--- src/rtl/difftest_core_sync_ctrl.sv ---
// Multi-core step/exit scheduler feeding the single difftest endpoint.
// Optional perf counters are enabled by defining DIFFTEST_SYNC_PERF_EN.
module difftest_core_sync_ctrl #(
  parameter int unsigned NUM_CORES   = 2,
  parameter int unsigned STEP_WIDTH  = 8,
  parameter int unsigned PEND_WIDTH  = 32,
  parameter int unsigned STUCK_WIDTH = 32
) (
  input  logic                            clock,
  input  logic                            reset,
  input  logic [NUM_CORES*STEP_WIDTH-1:0] core_step,
  input  logic [NUM_CORES*64-1:0]         core_exit,
  input  logic [7:0]                      simv_result,
  input  logic [STUCK_WIDTH-1:0]          stuck_limit,
  output logic [STEP_WIDTH-1:0]           step_out,
  output logic [63:0]                     exit_out,
  output logic [1:0]                      state_out,
  output logic                            stall,
  output logic [NUM_CORES-1:0]            stuck_core
`ifdef DIFFTEST_SYNC_PERF_EN
  ,
  output logic [63:0]                     perf_run_cycles,
  output logic [63:0]                     perf_total_steps,
  output logic                            perf_dump
`endif
);

  localparam logic [1:0] ST_RUN   = 2'd0;
  localparam logic [1:0] ST_DRAIN = 2'd1;
  localparam logic [1:0] ST_DONE  = 2'd2;
  localparam logic [1:0] ST_FAIL  = 2'd3;

  localparam int unsigned SUM_WIDTH = PEND_WIDTH + 1;
  localparam logic [PEND_WIDTH-1:0] STEP_MAX = PEND_WIDTH'({STEP_WIDTH{1'b1}});

  logic [1:0]             state_d;
  logic [PEND_WIDTH-1:0]  pending_q, pending_d;
  logic [STEP_WIDTH-1:0]  step_d, emit;
  logic [63:0]            exit_d;
  logic                   stall_d;
  logic [NUM_CORES-1:0]   done_q, done_d;
  logic [NUM_CORES-1:0]   fire, stuck_d, new_stuck;
  logic [STUCK_WIDTH-1:0] timer_q [NUM_CORES];
  logic [STUCK_WIDTH-1:0] timer_d [NUM_CORES];
  logic [SUM_WIDTH-1:0]   sum, avail_w;
  logic [PEND_WIDTH-1:0]  avail;
  logic                   err;
  logic [63:0]            err_code;

  // Per-core bookkeeping: step sum, done bits, watchdog timers, error pick.
  always_comb begin
    sum    = '0;
    done_d = done_q;
    fire   = '0;
    for (int i = 0; i < int'(NUM_CORES); i++) begin
      sum = sum + SUM_WIDTH'(core_step[i*STEP_WIDTH +: STEP_WIDTH]);
      if (core_exit[i*64 +: 64] == '1) begin
        done_d[i] = 1'b1;
      end
      if (core_step[i*STEP_WIDTH +: STEP_WIDTH] != '0 || done_q[i]) begin
        timer_d[i] = '0;
      end else if (timer_q[i] != '1) begin
        timer_d[i] = timer_q[i] + STUCK_WIDTH'(1);
      end else begin
        timer_d[i] = timer_q[i];
      end
      fire[i] = (stuck_limit != '0) && (timer_q[i] >= stuck_limit);
    end
    stuck_d   = stuck_core | fire;
    new_stuck = fire & ~stuck_core;

    // Descending scan so the lowest erroring core overwrites last.
    err      = 1'b0;
    err_code = '0;
    for (int i = int'(NUM_CORES) - 1; i >= 0; i--) begin
      if (!done_q[i] && core_exit[i*64 +: 64] != '0 && core_exit[i*64 +: 64] != '1) begin
        err      = 1'b1;
        err_code = core_exit[i*64 +: 64];
      end
    end
  end

  // Step merge: new steps only enter while running; excess is carried.
  always_comb begin
    avail_w = {1'b0, pending_q} + ((state_out == ST_RUN) ? sum : '0);
    avail   = avail_w[PEND_WIDTH] ? '1 : avail_w[PEND_WIDTH-1:0];
    if (avail >= STEP_MAX) begin
      emit = '1;
    end else begin
      emit = avail[STEP_WIDTH-1:0];
    end
  end

  // Next-state and registered-output logic.
  always_comb begin
    state_d   = state_out;
    exit_d    = '0;
    step_d    = emit;
    pending_d = avail - PEND_WIDTH'(emit);
    case (state_out)
      ST_RUN: begin
        if (simv_result == 8'd2) begin
          state_d = ST_FAIL;
          exit_d  = 64'h2;
        end else if (err) begin
          state_d = ST_FAIL;
          exit_d  = err_code;
        end else if (|new_stuck) begin
          state_d = ST_FAIL;
          exit_d  = 64'h5;
        end else if (simv_result == 8'd1 || &done_d) begin
          state_d = ST_DRAIN;
        end
      end
      ST_DRAIN: begin
        if (simv_result == 8'd2) begin
          state_d = ST_FAIL;
          exit_d  = 64'h2;
        end else if (pending_q == '0 && step_out == '0) begin
          state_d = ST_DONE;
          exit_d  = '1;
        end
      end
      default: begin
        exit_d = exit_out;
      end
    endcase
    // Terminal states emit nothing; any remaining count stays in pending.
    if (state_d == ST_DONE || state_d == ST_FAIL) begin
      step_d    = '0;
      pending_d = avail;
    end
    stall_d = (state_d != ST_RUN);
  end

  always_ff @(posedge clock) begin
    if (reset) begin
      state_out  <= ST_RUN;
      pending_q  <= '0;
      step_out   <= '0;
      exit_out   <= '0;
      stall      <= 1'b0;
      stuck_core <= '0;
      done_q     <= '0;
      for (int i = 0; i < int'(NUM_CORES); i++) begin
        timer_q[i] <= '0;
      end
    end else begin
      state_out  <= state_d;
      pending_q  <= pending_d;
      step_out   <= step_d;
      exit_out   <= exit_d;
      stall      <= stall_d;
      stuck_core <= stuck_d;
      done_q     <= done_d;
      for (int i = 0; i < int'(NUM_CORES); i++) begin
        timer_q[i] <= timer_d[i];
      end
    end
  end

`ifdef DIFFTEST_SYNC_PERF_EN
  // Run-time counters and a one-shot dump pulse on termination.
  always_ff @(posedge clock) begin
    if (reset) begin
      perf_run_cycles  <= '0;
      perf_total_steps <= '0;
      perf_dump        <= 1'b0;
    end else begin
      perf_run_cycles  <= perf_run_cycles + 64'(state_out == ST_RUN);
      perf_total_steps <= perf_total_steps + 64'(step_d);
      perf_dump        <= (state_d == ST_DONE || state_d == ST_FAIL) &&
                          !(state_out == ST_DONE || state_out == ST_FAIL);
    end
  end
`endif

endmodule
--- config.mk ---
export PLATFORM = sky130hd
export DESIGN_NAME = difftest_core_sync_ctrl
export DESIGN_NICKNAME = d
export VERILOG_FILES = /design/src/rtl/difftest_core_sync_ctrl.sv
export SDC_FILE = /design/constraint.sdc
export NUM_CORES = 1
export LEC_CHECK = 0
export ABC_AREA = 1
export CAP_MARGIN = 40
export CELL_PAD_IN_SITES_DETAIL_PLACEMENT = 0
export CELL_PAD_IN_SITES_GLOBAL_PLACEMENT = 1
export CORE_UTILIZATION = 33
export CTS_CLUSTER_SIZE = 30
export DETAILED_ROUTE_END_ITERATION = 8
export PLACE_DENSITY_LB_ADDON = 0.1
export SYNTH_ARGS = -nofsm -noshare
export SYNTH_HDL_FRONTEND = slang
export SYNTH_SLANG_ARGS = --single-unit
--- constraint.sdc ---
create_clock -name clock -period 5.2 [get_ports clock]
set_clock_uncertainty 0.2 [all_clocks]
set_input_delay 1.04 -clock clock [delete_from_list [all_inputs] [get_ports clock]]
set_output_delay 1.04 -clock clock [all_outputs]
set_load 0.005 [all_outputs]
==> results.cfg, run 1 <==
[outcome]
status = complete, but fails checks
violations = setup timing

[clock_network]
clock_sinks = 175
cts_hold_buffers = 0
htreeDepth = 4
clk_latency_ns = 0.46
cts_tree = built
clkTransAtPathRegs_ns = 0.08
clockBufferDepth = 2
numCtsBuffers = 17
clockRootBuffer = clkbuf_16

[pwr]
p_int_mw = 4.05
power_frac_seq = 0.246
power_mw = 6.86
p_clk_frac = 0.200
swShare = 0.409
powerDensity_nw_per_um2 = 363
power_leakage_nw = 8.41
ir_drop_mv = 0.278
combPwrFrac = 0.554
switchingPower_mw = 2.80

[synthesis]
synth-edff-count = 0
synth.yosys.seq_area_share = 0.271
synth.net_count = 2325
syn_inst = 2053
synth_warnings = 0
ys_seq_elements = 175
yosys.cell_types.count = 53
synth.avg_cell_area_um2 = 6.30
syn_area_um2 = 12900
async_flop_share = 0
ys.flop_type = dfxtp_1

[die]
core.rowCount = 72
core-area_um2 = 38600
pin_count = 263
die_x_um = 200
initial_utilization = 0.334
die_h_um = 200
die_area_um2 = 40000

[worst_setup_path]
crit_type = in -> reg
worstPathArrival_ns = 5.38
critical-path-slowest-cell = fa_2
slowest_delay_ns = 0.38
crit_buf_inv = 7
critPathRequiredTime_ns = 5.36
end_kind = register
critPathTopFamily = simple AND/OR/NAND/NOR gates
critPathMaxFanout = 6
start_kind = input pin

[finish]
final_common_cell = nand2_1
design_area_um2 = 18900
antennaDiodeCount = 0
area_growth_pct = 46.3
layout_common_cells = nand2_1, inv_1, clkdlybuf4s50_1
fin_nets = 2740
drive_gt1_frac = 0.171
layout.cells.non_filler = 2999

[timing]
slew_headroom = 0.206
slew_viol_final = 0
setup_violations = 3
fin_crit_sh = 1.00
rsz0062_at_grt = true
hold_viol = 0
fmax_mhz = 191
whs_ns = 0.279
min_period_ns = 5.23
tightest_slew_ns = 1.19
setup_ws_ns = -0.0252

[routing]
vias_per_cell = 5.13
postRouteAntennaNets = 0
wl_mm = 54.1
vias = 15400
drc = 0
wire_per_inst_um = 18.0
first_pass_iters = 7
drtIter0Drc = 1052

[global_route]
antenna_found_initial = 0
grt_pass1_wl_mm = 81.9
track_usage = 0.269
grt_pass1_vias = 14700
grt_max_degree = 73
grt_overflow = 0

[place]
dp_hpwl_mm = 42.8
dp.cells = 2924
gp_congestion = 0.918
placedInstanceArea_um2 = 17200
portBuffers = 262

[min_path]
hold_path.class = reg -> reg

[job]
drv_cap = 0
-- flip-flops by register name (all words and copies together), names as in the netlist --
signal and flops:
step_out 8, stuck_core 2, exit_out 64, done_q 2
timer_q 64, pending_q 32, stall 1, state_out 2
-- cell families after synthesis --
kind of cell	count (synthesis)	synth area share
AND/OR/NAND/NOR	1016	0.355
buffers and inverters	394	0.118
AO/OA/AOI/OAI	368	0.162
flip-flops	175	0.271
adder cells (fa/ha/maj)	86	0.0844
XOR/XNOR	14	0.00949
-- worst paths after layout --
check	from	end	slack, ns	depth (start not counted)
worst min-delay path	timer_q[0][4]	timer_q[0][4]	0.28	2
worst max-delay path	core_step[0]	pending_q[20]	-0.03	38
worst min register to register	timer_q[0][4]	timer_q[0][4]	0.28	2
worst max register to register	state_out[0]	pending_q[20]	0.49	31
-- cell usage after synthesis, drive strengths merged (2+ instances only) --
| cell type | instances | share of area |
|---|---|---|
| or2 | 6 | 0.0029 |
| o21bai | 2 | 0.0012 |
| nand2 | 498 | 0.15 |
| o21a | 6 | 0.0035 |
| nor3 | 51 | 0.021 |
| o22ai | 3 | 0.0015 |
| buf | 7 | 0.0052 |
| dfxtp | 175 | 0.27 |
| or4 | 2 | 0.0012 |
| inv | 338 | 0.098 |
| clkbuf | 48 | 0.014 |
| a31oi | 45 | 0.022 |
| xor2 | 4 | 0.0027 |
| fa | 2 | 0.0031 |
| o311ai | 4 | 0.0027 |
| nand3 | 121 | 0.050 |
| nor4 | 52 | 0.025 |
| o211ai | 34 | 0.020 |
| a211oi | 4 | 0.0023 |
| nor2 | 192 | 0.060 |
| nand3b | 3 | 0.0017 |
| ha | 84 | 0.081 |
| nand4 | 80 | 0.039 |
| nor3b | 3 | 0.0021 |
| a21oi | 131 | 0.052 |
| and2 | 5 | 0.0024 |
| xnor2 | 10 | 0.0068 |
| o31ai | 3 | 0.0017 |
| o21ai | 129 | 0.050 |
| o221ai | 3 | 0.0020 |
-- power groups by stage --
stage          clock network [mW]  logic, mW  registers, mW
2_1_floorplan                   0       1.49           1.62
3_3_place_gp                    0       2.95           1.71
3_5_place_dp                    0       2.95           1.71
4_1_cts                      1.39       3.27           1.68
5_1_grt                      1.43       4.09           1.70
6_report                     1.37       3.80           1.69
-- tightest hold or removal path, delay by kind of cell (launching register included) --
kind	cells	cell delay [ns]
AOI/OAI and AO/OA	1	0.05
buffers and inverters	1	0.05
DFF	1	0.33
-- metal layers --
layer  track usage  up-vias  wire length [µm]
met5             0        -                 0
met4        0.0857        0              1490
met3        0.0617       77              4100
met2         0.439      524             24400
met1         0.350     7077             24200
li1              -     7705                 -
-- per-stage QoR --
step           utilization  TNS, ns  setup WS (ns)
6_report             0.489  -0.0382        -0.0252
2_1_floorplan            -        0       0.000256
5_1_grt              0.489    -8.26         -0.376
3_5_place_dp         0.445   -33.26         -0.981
4_1_cts              0.472        0         0.0113
3_3_place_gp         0.445   -31.28         -0.931
-- cell type report --
type,count,area [µm²]
well taps,518,648
flip-flops and latches,175,3500
clock inverters,11,118
repair buffers,448,4110
multi-input cells,1487,8770
inverters,339,1280
clock buffers,21,470
fillers,3940,19700
-- repair_timing --
| item | in CTS | in global routing |
|---|---|---|
| endpoints found under the setup margin | 39 | 39 |
| gates cloned | 2 | 1 |
| pin swaps | 37 | 77 |
| gates resized for setup | 81 | 142 |
| buffers inserted | 23 | 20 |
Note: power is estimated with default switching activity, not from simulation.
==> inputs of run 2 (changes only) <==
- HOLD_SLACK_MARGIN: unset -> 0.12
- REMOVE_ABC_BUFFERS: unset -> 1
==> run 2 against run 1 <==
Against the previous run: the run still ends with setup timing left; core utilization grew 0.83 points; non-clock buffer count grew 41; power shrank 0.34%; die area is the same; largest power group unchanged; critical endpoint is now pending_q[14]; sequential cell count is the same; combinational power grew 1%; cell area grew 1.7%; routed wire length shrank 1.9%; global-route usage shrank 0.49 points; critical path type unchanged.
==> results.cfg, run 2 (same netlist as run 1, synthesis figures left out) <==
[routing]
wire_per_inst_um = 17.5
drc = 0
first_pass_iters = 5
postRouteAntennaNets = 0
vias = 15300
vias_per_cell = 5.03
drtIter0Drc = 742
wl_mm = 53.1

[finish]
layout_common_cells = nand2_1, inv_1, clkdlybuf4s50_1
fillers = 3878
antennaDiodeCount = 0
design_area_um2 = 19200
final_common_cell = nand2_1
area_growth_pct = 48.7
largest_registers = exit_out: 64 flops, timer_q: 64 flops, pending_q: 32 flops
drive_gt1_frac = 0.182
fin_nets = 2779

[pwr]
ir_drop_mv = 0.287
power_leakage_nw = 8.60
p_clk_frac = 0.192
power_frac_seq = 0.244
combPwrFrac = 0.564
p_int_mw = 4.11
power_mw = 6.83
swShare = 0.398
switchingPower_mw = 2.72
powerDensity_nw_per_um2 = 356

[worst_setup_path]
critPathRequiredTime_ns = 5.33
crit_path_start = core_step[0]
crit_type = in -> reg
slowest_delay_ns = 0.27
endpoint = pending_q[14]
critical-path-slowest-cell = ha_1
r2r_start = state_out[0]
r2r_slack_ns = 0.71
path_depth = 39
critPathTopFamily = simple AND/OR/NAND/NOR gates
worstPathArrival_ns = 5.44
critPathMaxFanout = 6
start_kind = input pin
path_common_cell = buf_4
end_kind = register
crit_buf_inv = 12
r2r_cells = 32
reg2reg_to = pending_q[14]

[job]
drv_cap = 0

[timing]
rsz0062_at_grt = true
slew_viol_final = 0
min_period_ns = 5.30
setup_violations = 17
hold_viol = 0
fin_crit_sh = 1.02
tightest_slew_ns = 0.728
slew_headroom = 0.510
fmax_mhz = 189
setup_ws_ns = -0.103

[die]
die_area_um2 = 40000
die_h_um = 200
core-area_um2 = 38600
initial_utilization = 0.334
pin_count = 263
core.rowCount = 72
die_x_um = 200

[clock_network]
clock_sinks = 175
cts_hold_buffers = 0
cts_tree = built
clkTransAtPathRegs_ns = 0.07
numCtsBuffers = 17
htreeDepth = 4
clk_latency_ns = 0.45
clockRootBuffer = clkbuf_16
clockBufferDepth = 2

[global_route]
use_met2 = 0.459
grt_use_met1 = 0.334
grt_pass1_wl_mm = 80.8
grt_pass1_vias = 14700
grt_use_met3 = 0.0432
grt_overflow = 0
grt_max_degree = 74
antenna_found_initial = 0
track_usage = 0.264
grt_busiest_layer = met2

[place]
gp_congestion = 0.932
placedInstanceArea_um2 = 17200
dp_hpwl_mm = 41.9
portBuffers = 262

[min_path]
min-delay-start = timer_q[0][32]
hold_path.class = reg -> reg

[outcome]
violations = setup timing
status = complete, but fails checks
## run 2: power groups by stage
stage | combinational (mW) | sequential, mW | clock [mW]
finish | 3.85 | 1.67 | 1.31
global route | 4.17 | 1.68 | 1.40
CTS | 3.40 | 1.66 | 1.35
detailed placement | 2.84 | 1.68 | 0
global placement | 2.85 | 1.68 | 0
floorplan | 1.33 | 1.63 | 0
## run 2: per-stage QoR
stage / TNS, ns / util / cells / hold WS [ns] / setup slack [ns]
after floorplan: -7.31 / - / 1998 / 0.242 / -0.461
after global placement: -47.13 / 0.444 / 2937 / 0.260 / -1.39
after detailed placement: -48.12 / 0.444 / 2937 / 0.267 / -1.43
after CTS: -1.74 / 0.482 / 3021 / 0.285 / -0.144
after global routing: -7.44 / 0.497 / 3038 / 0.303 / -0.352
final: -0.706 / 0.497 / 3038 / 0.280 / -0.103
## run 2: layout make-up
| cell class | instances | area (µm²) | share of cell area |
|---|---|---|---|
| multi-input cells | 1485 | 8790 | 0.457 |
| clock inverters | 13 | 128 | 0.00664 |
| clock buffers | 19 | 453 | 0.0236 |
| flip-flops and latches | 175 | 3500 | 0.182 |
| inverters | 339 | 1290 | 0.0670 |
| repair buffers | 489 | 4420 | 0.230 |
| well taps | 518 | 648 | 0.0337 |
## run 2: metal layers
metal	vias to the layer above	wire length, µm	part of all wire
li1	7784	-	-
met1	7119	23800	0.45
met2	317	25800	0.49
met3	60	2250	0.042
met4	0	1200	0.023
met5	-	0	0
## run 2: how the worst min path moves through the flow
stage | to | slack [ns] | cells after the start
final | timer_q[0][32] | 0.28 | 1
after global routing | exit_out[11] | 0.30 | 2
after CTS | timer_q[0][32] | 0.28 | 1
after detailed placement | exit_out[48] | 0.27 | 2
after global placement | stuck_core[0] | 0.26 | 2
after floorplan | timer_q[0][36] | 0.24 | 2
## run 2: what timing repair did
item | 4_1_cts | 5_1_grt
pin swaps | 79 | 92
buffers inserted | 52 | 18
gates resized for setup | 140 | 119
cloned | 1 | 0
endpoints found under the setup margin | 40 | 39
